### src/rtl/fibo_result_fifo.sv
// Result FIFO behind the Fibonacci calculator: captures {count, data} on each done rise
// and presents entries first-word-fall-through. Optional drop statistics: FIBO_OVF_STAT_EN.
module fibo_result_fifo #(
    parameter int DATA_W = 4,
    parameter int CNT_W  = 4,
    parameter int DEPTH  = 4,
    localparam int PTR_W = $clog2(DEPTH),
    localparam int LVL_W = PTR_W + 1
) (
    input  logic              clk,
    input  logic              rst,
    input  logic              start,
    input  logic [CNT_W-1:0]  count,
    input  logic              done,
    input  logic [DATA_W-1:0] data,
    output logic              out_valid,
    input  logic              out_ready,
    output logic [DATA_W-1:0] out_data,
    output logic [CNT_W-1:0]  out_count,
    output logic              full,
    output logic              empty,
`ifdef FIBO_OVF_STAT_EN
    output logic              ovf,
    output logic [7:0]        drop_cnt,
`endif
    output logic [LVL_W-1:0]  level
);

    localparam int ENT_W = CNT_W + DATA_W;

    logic                 start_q, done_q;
    logic [CNT_W-1:0]     req_count_q, req_count_d;
    logic [PTR_W-1:0]     wr_ptr_q, wr_ptr_d, rd_ptr_q, rd_ptr_d;
    logic [LVL_W-1:0]     level_q, level_d;
    logic [ENT_W-1:0]     mem_q [DEPTH];
    logic                 start_rise, done_rise, push, pop;

    always_comb begin
        start_rise  = start & ~start_q;
        done_rise   = done & ~done_q;
        empty       = (level_q == '0);
        full        = (level_q == LVL_W'(DEPTH));
        out_valid   = ~empty;
        pop         = out_valid & out_ready;
        // A pop in the same cycle frees the slot, so a full FIFO still accepts the push.
        push        = done_rise & (~full | pop);
        req_count_d = start_rise ? count : req_count_q;
        wr_ptr_d    = push ? wr_ptr_q + PTR_W'(1) : wr_ptr_q;
        rd_ptr_d    = pop ? rd_ptr_q + PTR_W'(1) : rd_ptr_q;
        level_d     = level_q;
        case ({push, pop})
            2'b10:   level_d = level_q + LVL_W'(1);
            2'b01:   level_d = level_q - LVL_W'(1);
            default: level_d = level_q;
        endcase
        level     = level_q;
        out_data  = mem_q[rd_ptr_q][DATA_W-1:0];
        out_count = mem_q[rd_ptr_q][ENT_W-1:DATA_W];
    end

    // Edge-detect registers reset high so a level already asserted at release is not an edge.
    always_ff @(posedge clk) begin
        if (rst) begin
            start_q     <= 1'b1;
            done_q      <= 1'b1;
            req_count_q <= '0;
            wr_ptr_q    <= '0;
            rd_ptr_q    <= '0;
            level_q     <= '0;
        end else begin
            start_q     <= start;
            done_q      <= done;
            req_count_q <= req_count_d;
            wr_ptr_q    <= wr_ptr_d;
            rd_ptr_q    <= rd_ptr_d;
            level_q     <= level_d;
        end
    end

    genvar gi;
    generate
        for (gi = 0; gi < DEPTH; gi++) begin : g_mem
            always_ff @(posedge clk) begin
                if (rst)
                    mem_q[gi] <= '0;
                else if (push && (wr_ptr_q == PTR_W'(gi)))
                    mem_q[gi] <= {req_count_q, data};
            end
        end
    endgenerate

`ifdef FIBO_OVF_STAT_EN
    logic       drop;
    logic       ovf_q, ovf_d;
    logic [7:0] drop_cnt_q, drop_cnt_d;

    always_comb begin
        drop       = done_rise & full & ~pop;
        ovf_d      = ovf_q | drop;
        drop_cnt_d = (drop && (drop_cnt_q != 8'hFF)) ? drop_cnt_q + 8'd1 : drop_cnt_q;
        ovf        = ovf_q;
        drop_cnt   = drop_cnt_q;
    end

    always_ff @(posedge clk) begin
        if (rst) begin
            ovf_q      <= 1'b0;
            drop_cnt_q <= '0;
        end else begin
            ovf_q      <= ovf_d;
            drop_cnt_q <= drop_cnt_d;
        end
    end
`endif

endmodule

### config.mk
export PLATFORM = sky130hd
export DESIGN_NAME = fibo_result_fifo
export DESIGN_NICKNAME = d
export VERILOG_FILES = /design/src/rtl/fibo_result_fifo.sv
export SDC_FILE = /design/constraint.sdc
export NUM_CORES = 1
export LEC_CHECK = 0
export BUFFER_PORTS_ARGS = -buffer_cell sky130_fd_sc_hd__buf_2
export CELL_PAD_IN_SITES_DETAIL_PLACEMENT = 1
export CELL_PAD_IN_SITES_GLOBAL_PLACEMENT = 1
export CORE_MARGIN = 3
export CORE_UTILIZATION = 27
export DETAILED_ROUTE_END_ITERATION = 8
export MAX_ROUTING_LAYER = met4
export PLACE_DENSITY_LB_ADDON = 0.1
export SYNTH_ARGS = -nofsm -noshare
export SYNTH_HDL_FRONTEND = slang
export SYNTH_SLANG_ARGS = --single-unit
### constraint.sdc
create_clock -name clk -period 2.2 [get_ports clk]
set_clock_uncertainty 0.15 [all_clocks]
set_input_delay 0 -clock clk [delete_from_list [all_inputs] [get_ports clk]]
set_output_delay 0 -clock clk [all_outputs]
set_load 0.05 [all_outputs]
==> impl_metrics.ini, run 1 <==
[synthesis]
yosysSeqAreaShare_pct = 59.7
avgSynthCellArea_um2 = 12.5
ys_warn_count = 0
synth_edf_count = 32
synth_flop_cell = edfxtp_1
synth_cell_types = 34
synth_area_um2 = 2110
synth_async_sr_flop_share_pct = 0
synthesis.instances = 169
number_of_register_bits_inferred_by_synthesis = 47
mappedNetlistNets = 187

[clock_tree]
cts_post_setup_buffers_inserted = 0
cts_max_path_buffers = 2
holdBufCountCts = 18
tritoncts = yes
clock_tree.root_cell = clkbuf_8
cts_inserted_buffers = 5
cts.htree.levels = 2
path_clk_slew_ns = 0.08
worstSkewPairLatency_ns = 0.29
cts_repair_resize_count = 0
numClockSinks = 47

[layout]
antenna-diode-count = 0
area_delta_synth_final_pct = 25.1
final_core_util_pct = 35.7
fill_cells = 808
layout-drive-gt1-share_pct = 25.7
mostFrequentLayoutCell = edfxtp_1
final_cell_mix = edfxtp_1 (32), nor2_1 (26), buf_2 (26)
finalNetCount = 235

[routing]
postRouteWirelength_um = 4660
routed_via_density = 4.40
drc_errors = 0
avgRoutedWirePerCell_um = 14.7
drt_pre_antenna_iters = 4
drt_first_iter_violations = 26
final_ant_viol_nets = 0
vias = 1395

[status]
run_status = completed

[setup_path]
reg2reg_depth = 6
crit-reg2reg-launch = level[2]
critical_path_source_type = flip-flop
regToRegSetupSlack_ns = 0.13
cp_max_fo = 8
worst-setup-path-type = reg -> reg
timing.critical_path.arrival_ns = 2.14
crit-reg2reg-capture = level[2]
worst_setup_path_end_kind = flip-flop
worst-endpoint-required_ns = 2.27

[sta]
final_period_minus_worst_setup_slack_ns = 2.07
max_slew.worst_pin.slew_ns = 0.465
slew_headroom_pct = 68.9
hold_violations = 0
setup-tns-final_ns = 0
final_max_slew_viol_count = 0
unrepaired_setup_endpoints_after_global_routing = no
maxClockFrequency_mhz = 482
final_min_period_over_clock_period_pct = 94.2
final-setup-viol-count = 0

[global_route]
grt_first_pass_wirelength_um = 7780
grt_antenna_before_repair = 0
grt_pass1_vias = 1519
grt_start_max_net_pins = 17
global_route.overflow_total = 0
grt_usage_pct = 11.9

[place]
port_buffers = 26
dp_hpwl_um = 3380
gp_routability_congestion = 0.731

[die]
floorplan.rows = 31
floorplan.initialDensity_pct = 28.5
die_h_um = 94.4
fp.dieArea_um2 = 8920
io_pins = 27
fp.coreArea_um2 = 7410
die_x_um = 94.4

[hold_path]
whs_endpoint = level[0]
timing.hold.worst_path_depth = 2
path_type_of_the_worst_min_delay_path = reg -> reg
hp-start = level[0]

[flow_run]
timing.max_cap.violations = 0

[pwr]
power.density_cell_area_nw_per_um2 = 681
vdd_drop_max_mv = 0.221
leakagePower_uw = 0.00106
[flip-flops by register name (all words and copies together), names as in the netlist, named ones only]
register     flops
level            3
wr_ptr_q         2
mem_q           32
req_count_q      4
start_q          1
rd_ptr_q         2
done_q           1
[worst max-delay path by stage]
| stage | start | end | slack [ns] | cells after the start |
|---|---|---|---|---|
| final | level[2] | level[2] | 0.13 | 6 |
| after global routing | level[2] | level[2] | 0.007 | 6 |
| after CTS | level[2] | level[2] | 0.11 | 6 |
| after detailed placement | level[2] | level[2] | 0.13 | 6 |
| after global placement | level[2] | level[2] | 0.21 | 6 |
| after floorplan | level[2] | level[2] | 0.06 | 6 |
[cell usage after synthesis, drive strengths merged, types with 3 or more instances]
library cell  number  area [um2]
edfxtp            32         961
nor2              27         104
nand2             20        75.1
and3              16         100
dfxtp             15         300
mux4               8         180
inv                7        26.3
mux2i              6        60.1
buf                5        35.0
ha                 4        50.1
nand3              4        20.0
clkbuf             3        11.3
[cell families after synthesis]
kind of cell	count (synthesis)	share of synthesized area, %
AOI/OAI and AO/OA	8	2.84
adders and majority gates	5	3.32
buffers and inverters	15	3.44
muxes	14	11.4
and+or+nand+nor	76	17.7
DFF	47	59.7
xor gates and xnor gates	4	1.66
[critical path, stage by stage (launching register included)]
cell and delay [ns]:
dfxtp_2 0.41, o31a_1 0.22, nand2_1 0.09, fa_1 0.43, or3_4 0.40, a21o_1 0.16, a31oi_1 0.14
[per-layer routing]
layer	vias up	share of wire, %	GRT usage [%]
li1	689	-	-
met1	682	46	14.3
met2	20	50	19.8
met3	4	3.1	2.63
met4	0	0.77	3.61
met5	-	0	-
[per-stage QoR]
step / worst slack, ns / power, uW / hold slack [ns] / std cells / cell area, um2
5_1_grt: 0.00660 / 1880 / 0.418 / 317 / 2640
3_5_place_dp: 0.133 / 1240 / 0.0517 / 291 / 2360
2_1_floorplan: 0.0580 / 1180 / -0.0573 / 169 / 2120
4_1_cts: 0.107 / 1830 / 0.373 / 317 / 2640
3_3_place_gp: 0.208 / 1240 / 0.0505 / 291 / 2360
6_report: 0.127 / 1800 / 0.372 / 317 / 2640
[layout make-up]
cell class | instances | area, um2 | area share, %
Clock buffer | 8 | 100 | 3.79
Inverter | 7 | 26.3 | 0.995
Tap cell | 99 | 124 | 4.69
Timing Repair Buffer | 49 | 348 | 13.2
Sequential cell | 47 | 1260 | 47.9
Multi-Input combinational cell | 107 | 778 | 29.5
[power by group]
part / total [uW] / internal, uW / switching (uW)
sequential: 993 / 975 / 17.5
clock: 558 / 287 / 271
combinational: 248 / 91.7 / 156
total: 1800 / 1350 / 444
No activity file was read; power rests on OpenSTA's default activity.
==> run 2: changes to the inputs <==
--- a/config.mk
+++ b/config.mk
@@ -5,6 +5,7 @@
 export SDC_FILE = /design/constraint.sdc
 export NUM_CORES = 1
 export LEC_CHECK = 0
+export ABC_AREA = 1
 export BUFFER_PORTS_ARGS = -buffer_cell sky130_fd_sc_hd__buf_2
 export CELL_PAD_IN_SITES_DETAIL_PLACEMENT = 1
 export CELL_PAD_IN_SITES_GLOBAL_PLACEMENT = 1
==> run 2 against run 1 <==
Combinational power increased to 3.9 times the previous value; critical path depth increased by 4; global-route usage increased by 0.36 points; largest power group unchanged; largest cell class unchanged; critical path type unchanged.
==> impl_metrics.ini, run 2 <==
[sta]
slew_headroom_pct = 66.6
setup-tns-final_ns = 0
final_min_period_over_clock_period_pct = 82.1
final-setup-viol-count = 0
hold_violations = 0
final_max_slew_viol_count = 0
final.setup.worst_slack_ns = 0.393
maxClockFrequency_mhz = 553
final_period_minus_worst_setup_slack_ns = 1.81
max_slew.worst_pin.slew_ns = 0.500
unrepaired_setup_endpoints_after_global_routing = no

[pwr]
sequential_power_share_pct = 39.7
power_report.internal_total_uw = 1590
clock_power_share_pct = 23.7
leakagePower_uw = 0.00104
vdd_drop_max_mv = 0.276
pwr-share-comb_pct = 36.6
power.density_cell_area_nw_per_um2 = 1030
post-layout-total-power_uw = 2670
total_switching_power_uw = 1080
p_sw_share_pct = 40.6

[layout]
finalNetCount = 272
mostFrequentLayoutCell = nor2_1
area_delta_synth_final_pct = 23.0
final_cell_mix = nor2_1 (52), edfxtp_1 (32), buf_2 (26)
antenna-diode-count = 0
layout-drive-gt1-share_pct = 21.6
largest_register_ff_count = 32
fill_cells = 840
final-instance-count-excl-fill = 354
biggest_register = mem_q
final_core_util_pct = 34.9

[setup_path]
critical_path_source_type = flip-flop
reg2reg_depth = 10
timing.critical_path.arrival_ns = 1.85
crit-reg2reg-launch = level[1]
worst-endpoint-required_ns = 2.24
cp_max_fo = 5
worst-setup-path-type = reg -> reg
crit-reg2reg-capture = level[2]
worst_setup_path_end_kind = flip-flop
regToRegSetupSlack_ns = 0.39

[die]
die_h_um = 94.2
floorplan.rows = 31
io_pins = 27
fp.dieArea_um2 = 8880
floorplan.initialDensity_pct = 28.4
fp.coreArea_um2 = 7410
die_x_um = 94.2

[routing]
drt_first_iter_violations = 51
final_ant_viol_nets = 0
drt_pre_antenna_iters = 4
postRouteWirelength_um = 4860
vias = 1518
routed_via_density = 4.29
avgRoutedWirePerCell_um = 13.7
drc_errors = 0

[synthesis]
yosysSeqAreaShare_pct = 60.0
synth.area.top_cells = edfxtp_1 (46%), dfxtp_1 (14%), nor2_1 (9.3%)
mappedNetlistNets = 228
yosys.area.top_type_share_pct = 45.7
number_of_register_bits_inferred_by_synthesis = 47
avgSynthCellArea_um2 = 10.0
post_synth_most_frequent_cells = nor2_1 (52), edfxtp_1 (32), o21ai_0 (24)
synth_edf_count = 32
synth_area_um2 = 2100
synth_cell_types = 21
count_leader_synth = nor2_1
synth_flop_cell = edfxtp_1
synthesis.instances = 210
synth_async_sr_flop_share_pct = 0
ys_warn_count = 0
synth_top_area_cell = edfxtp_1

[place]
gp_routability_congestion = 0.776
placement_stage_worst_setup_slack_ns = 0.383
dp_hpwl_um = 3260
place_inst = 333
port_buffers = 26

[global_route]
grt_pass1_vias = 1524
grt_first_pass_wirelength_um = 7880
grt_start_max_net_pins = 20
grt_usage_pct = 12.2
grt_antenna_before_repair = 0
global_route.overflow_total = 0

[clock_tree]
cts_inserted_buffers = 5
numClockSinks = 47
path_clk_slew_ns = 0.09
cts_post_setup_buffers_inserted = 0
cts.htree.levels = 2
tritoncts = yes
clock_tree.root_cell = clkbuf_8
holdBufCountCts = 13
cts_max_path_buffers = 2
cts_repair_resize_count = 0
worstSkewPairLatency_ns = 0.29

[hold_path]
timing.hold.worst_path_depth = 3
hp-start = rst
path_type_of_the_worst_min_delay_path = in -> reg
whs_endpoint = level[0]

[flow_run]
timing.max_cap.violations = 0

[status]
run_status = completed
[run 2: cell count changes in the layout (fill, tap and decap cells not counted), sizes merged, moves of 8 or more]
cell,before,now
inv,7,27
mux4,8,0
nor2,27,53
and3,16,0
o22ai,0,8
o21ai,2,24
a21oi,0,11
[run 2: power groups by stage]
stage	combinational [uW]	clock [uW]	sequential, uW
6_report	977	633	1060
5_1_grt	1060	696	1070
4_1_cts	990	657	1060
3_5_place_dp	972	0	1080
3_3_place_gp	965	0	1080
2_1_floorplan	680	0	1140
[run 2: layout make-up]
cell class	instances	area [um2]	share of cell area, %
clock buffer	5	68.8	2.66
multi-input combinational	133	711	27.5
sequential	47	1260	48.9
clock inverter	3	43.8	1.69
timing repair buffer	40	268	10.4
tap	99	124	4.79
inverter	27	106	4.11
[run 2: logic make-up after synthesis]
| logic type | after synthesis | synth area share [%] |
|---|---|---|
| buffers and inverters | 30 | 6.19 |
| AND/OR/NAND/NOR | 85 | 19.8 |
| adder cells (fa/ha/maj) | 5 | 3.33 |
| flip-flops | 47 | 60.0 |
| AO/OA/AOI/OAI | 43 | 10.7 |
[run 2: worst max-delay path, stage by stage (launching register included)]
cell and delay (ns):
dfxtp_2 0.37, nor2_2 0.06, nand2_2 0.10, nand2_4 0.06, inv_2 0.10, nand2_4 0.07
fa_1 0.39, inv_1 0.07, nand4_1 0.12, a21oi_1 0.15, nor2_1 0.06
[run 2: metrics by stage]
stage	hold WS [ns]	area, um2
after global routing	0.285	2590
after floorplan	-0.0883	2110
after detailed placement	0.0425	2340
after global placement	0.0399	2340
after CTS	0.276	2590
final	0.286	2590
[run 2: metal layers]
layer | up-vias | wire [um] | track usage [%]
li1 | 786 | - | -
met1 | 716 | 2370 | 15.2
met2 | 14 | 2340 | 19.9
met3 | 2 | 120 | 2.48
met4 | 0 | 36 | 3.97
met5 | - | 0 | -
[run 2: worst max-delay path by stage]
| stage | cells past startpoint | from | slack, ns | end |
|---|---|---|---|---|
| after floorplan | 10 | level[2] | 0.11 | level[2] |
| after global placement | 10 | level[2] | 0.39 | level[2] |
| after detailed placement | 10 | level[2] | 0.38 | level[2] |
| after CTS | 10 | level[0] | 0.36 | level[2] |
| after global routing | 10 | level[0] | 0.24 | level[2] |
| final | 10 | level[1] | 0.39 | level[2] |
==> run 3: changes to the inputs <==
==> constraint.sdc (replaced) <==
create_clock -name clk -period 1.81 [get_ports clk]
set_clock_uncertainty 0.15 [all_clocks]
set_input_delay 0 -clock clk [delete_from_list [all_inputs] [get_ports clk]]
set_output_delay 0 -clock clk [all_outputs]
set_load 0.05 [all_outputs]
==> run 3 against run 2 <==
Worst hold slack worse by 0.0097 ns; register-to-register slack lost 0.25 ns; non-clock buffer count is 15 higher; final cell count increased by 4.2%; die area unchanged; cell area grew 6.7%; routed wire length fell by 0.47%; first-iteration DRC count is 9.8% higher; critical path depth grew 1.
==> impl_metrics.ini, run 3 (synthesized netlist as in run 2, its figures left out) <==
[status]
run_status = completed

[clock_tree]
cts.htree.levels = 2
cts_inserted_buffers = 5
path_clk_slew_ns = 0.09
clock_tree.root_cell = clkbuf_8
worstSkewPairLatency_ns = 0.30
numClockSinks = 47
tritoncts = yes
cts_max_path_buffers = 2

[place]
gp_routability_congestion = 0.753
dp_hpwl_um = 3450
placement_stage_worst_setup_slack_ns = 0.130
port_buffers = 26

[layout]
layout-drive-gt1-share_pct = 27.4
final_cell_mix = nor2_1 (52), edfxtp_1 (32), buf_2 (26)
mostFrequentLayoutCell = nor2_1
final_core_util_pct = 37.3
largest_register_ff_count = 32
antenna-diode-count = 0
fill_cells = 856
area_delta_synth_final_pct = 31.3
finalNetCount = 287
biggest_register = mem_q

[setup_path]
cp_max_fo = 3
startpoint_of_the_worst_setup_timing_path = level[2]
critical_path_source_type = flip-flop
worstPathCellList = inv_4 -> nand2_4 -> nand2_4 -> clkinv_4 -> nand2_4 -> fa_2 -> inv_2 -> nand4_1 -> nand3_1 -> nand2_1 -> nor2_1
critical-path-top-cell-by-count = nand2_4
max_stage_delay_ns = 0.38
worst-endpoint-required_ns = 1.90
reg2reg_depth = 11
timing.critical_path.to = level[2]
cpMaxStageDelayCell = dfxtp_4
timing.critical_path.arrival_ns = 1.75
worst-setup-path-type = reg -> reg
regToRegSetupSlack_ns = 0.15
crit-reg2reg-capture = level[2]
worst_setup_path_end_kind = flip-flop
crit-reg2reg-launch = level[2]

[routing]
final_ant_viol_nets = 0
routed_via_density = 4.36
dr_wl_met3_um = 136
route.layer.met1.wl_um = 2430
avgRoutedWirePerCell_um = 13.1
dr_wl_met2_um = 2210
drc_errors = 0
drt_first_iter_violations = 56
drt_pre_antenna_iters = 3
top_layer = met4
vias = 1608
postRouteWirelength_um = 4840

[die]
fp.coreArea_um2 = 7410
floorplan.initialDensity_pct = 28.4
floorplan.rows = 31
io_pins = 27
fp.dieArea_um2 = 8880
die_h_um = 94.2
die_x_um = 94.2

[sta]
final_period_minus_worst_setup_slack_ns = 1.66
final_max_slew_viol_count = 0
maxClockFrequency_mhz = 601
hold_violations = 0
final-setup-viol-count = 0
setup-tns-final_ns = 0
final_min_period_over_clock_period_pct = 91.9
slew_headroom_pct = 72.2
final.setup.worst_slack_ns = 0.146
max_slew.worst_pin.slew_ns = 0.416

[global_route]
grt_first_pass_wirelength_um = 8050
grt_usage_pct = 12.1
global_route.overflow_total = 0
grt_pass1_vias = 1629
grt_antenna_before_repair = 0
grt_start_max_net_pins = 20

[pwr]
leakagePower_uw = 0.00113
vdd_drop_max_mv = 0.951
power.density_cell_area_nw_per_um2 = 1280

[hold_path]
path_type_of_the_worst_min_delay_path = in -> reg

[flow_run]
timing.max_cap.violations = 0
run 3: changes by cell type in the layout (fill, tap and decap cells not counted), sizes merged:
cell	before	now
buf	27	42
bufinv	1	2
clkbuf	5	6
clkinv	2	1
inv	27	26
run 3: cell type report:
| class | count | area (um2) | area share (%) |
|---|---|---|---|
| sequential | 47 | 1270 | 46.1 |
| clock inverter | 2 | 60.1 | 2.18 |
| clock buffer | 6 | 72.6 | 2.63 |
| tap | 99 | 124 | 4.49 |
| timing repair buffer | 55 | 393 | 14.2 |
| multi-input combinational | 133 | 723 | 26.2 |
| inverter | 27 | 114 | 4.13 |
run 3: what timing repair did:
item,in CTS,in global routing
hold endpoints to repair,28,0
setup endpoints to repair,0,5
hold buffers,13,0
buffers inserted,0,6
gates resized for setup,0,6
run 3: how the worst min path moves through the flow:
| stage | cells past startpoint | from | to | slack, ns |
|---|---|---|---|---|
| floorplan | 1 | rst | level[0] | -0.09 |
| global placement | 3 | start | start_q | 0.04 |
| detailed placement | 3 | start | start_q | 0.04 |
| global route | 3 | rst | level[0] | 0.27 |
| finish | 3 | rst | level[0] | 0.28 |
| CTS | 3 | rst | level[0] | 0.25 |
run 3: metrics by stage:
step	cells	hold WS (ns)	area (um2)	power, uW
floorplan	210	-0.0906	2130	2260
global placement	342	0.0375	2450	2580
detailed placement	342	0.0420	2450	2580
CTS	363	0.255	2710	3510
global route	369	0.273	2760	3760
finish	369	0.276	2760	3550
run 3: power by group:
part	internal, uW	leakage (uW)	switching, uW
registers	1240	0.000457	60.1
clock network	552	0.0000654	355
logic	407	0.000605	931
run 3: layer usage:
layer	global-route usage (%)	vias to the layer above
met4	3.61	0
met3	2.40	6
li1	-	819
met5	-	-
met2	18.9	22
met1	16.0	761
run 3: critical path, delay by kind of cell, from the launching register on:
kind	cells	cell delay, ns
DFF	1	0.38
and+or+nand+nor	7	0.55
buffers and inverters	3	0.14
adders and majority gates	1	0.38
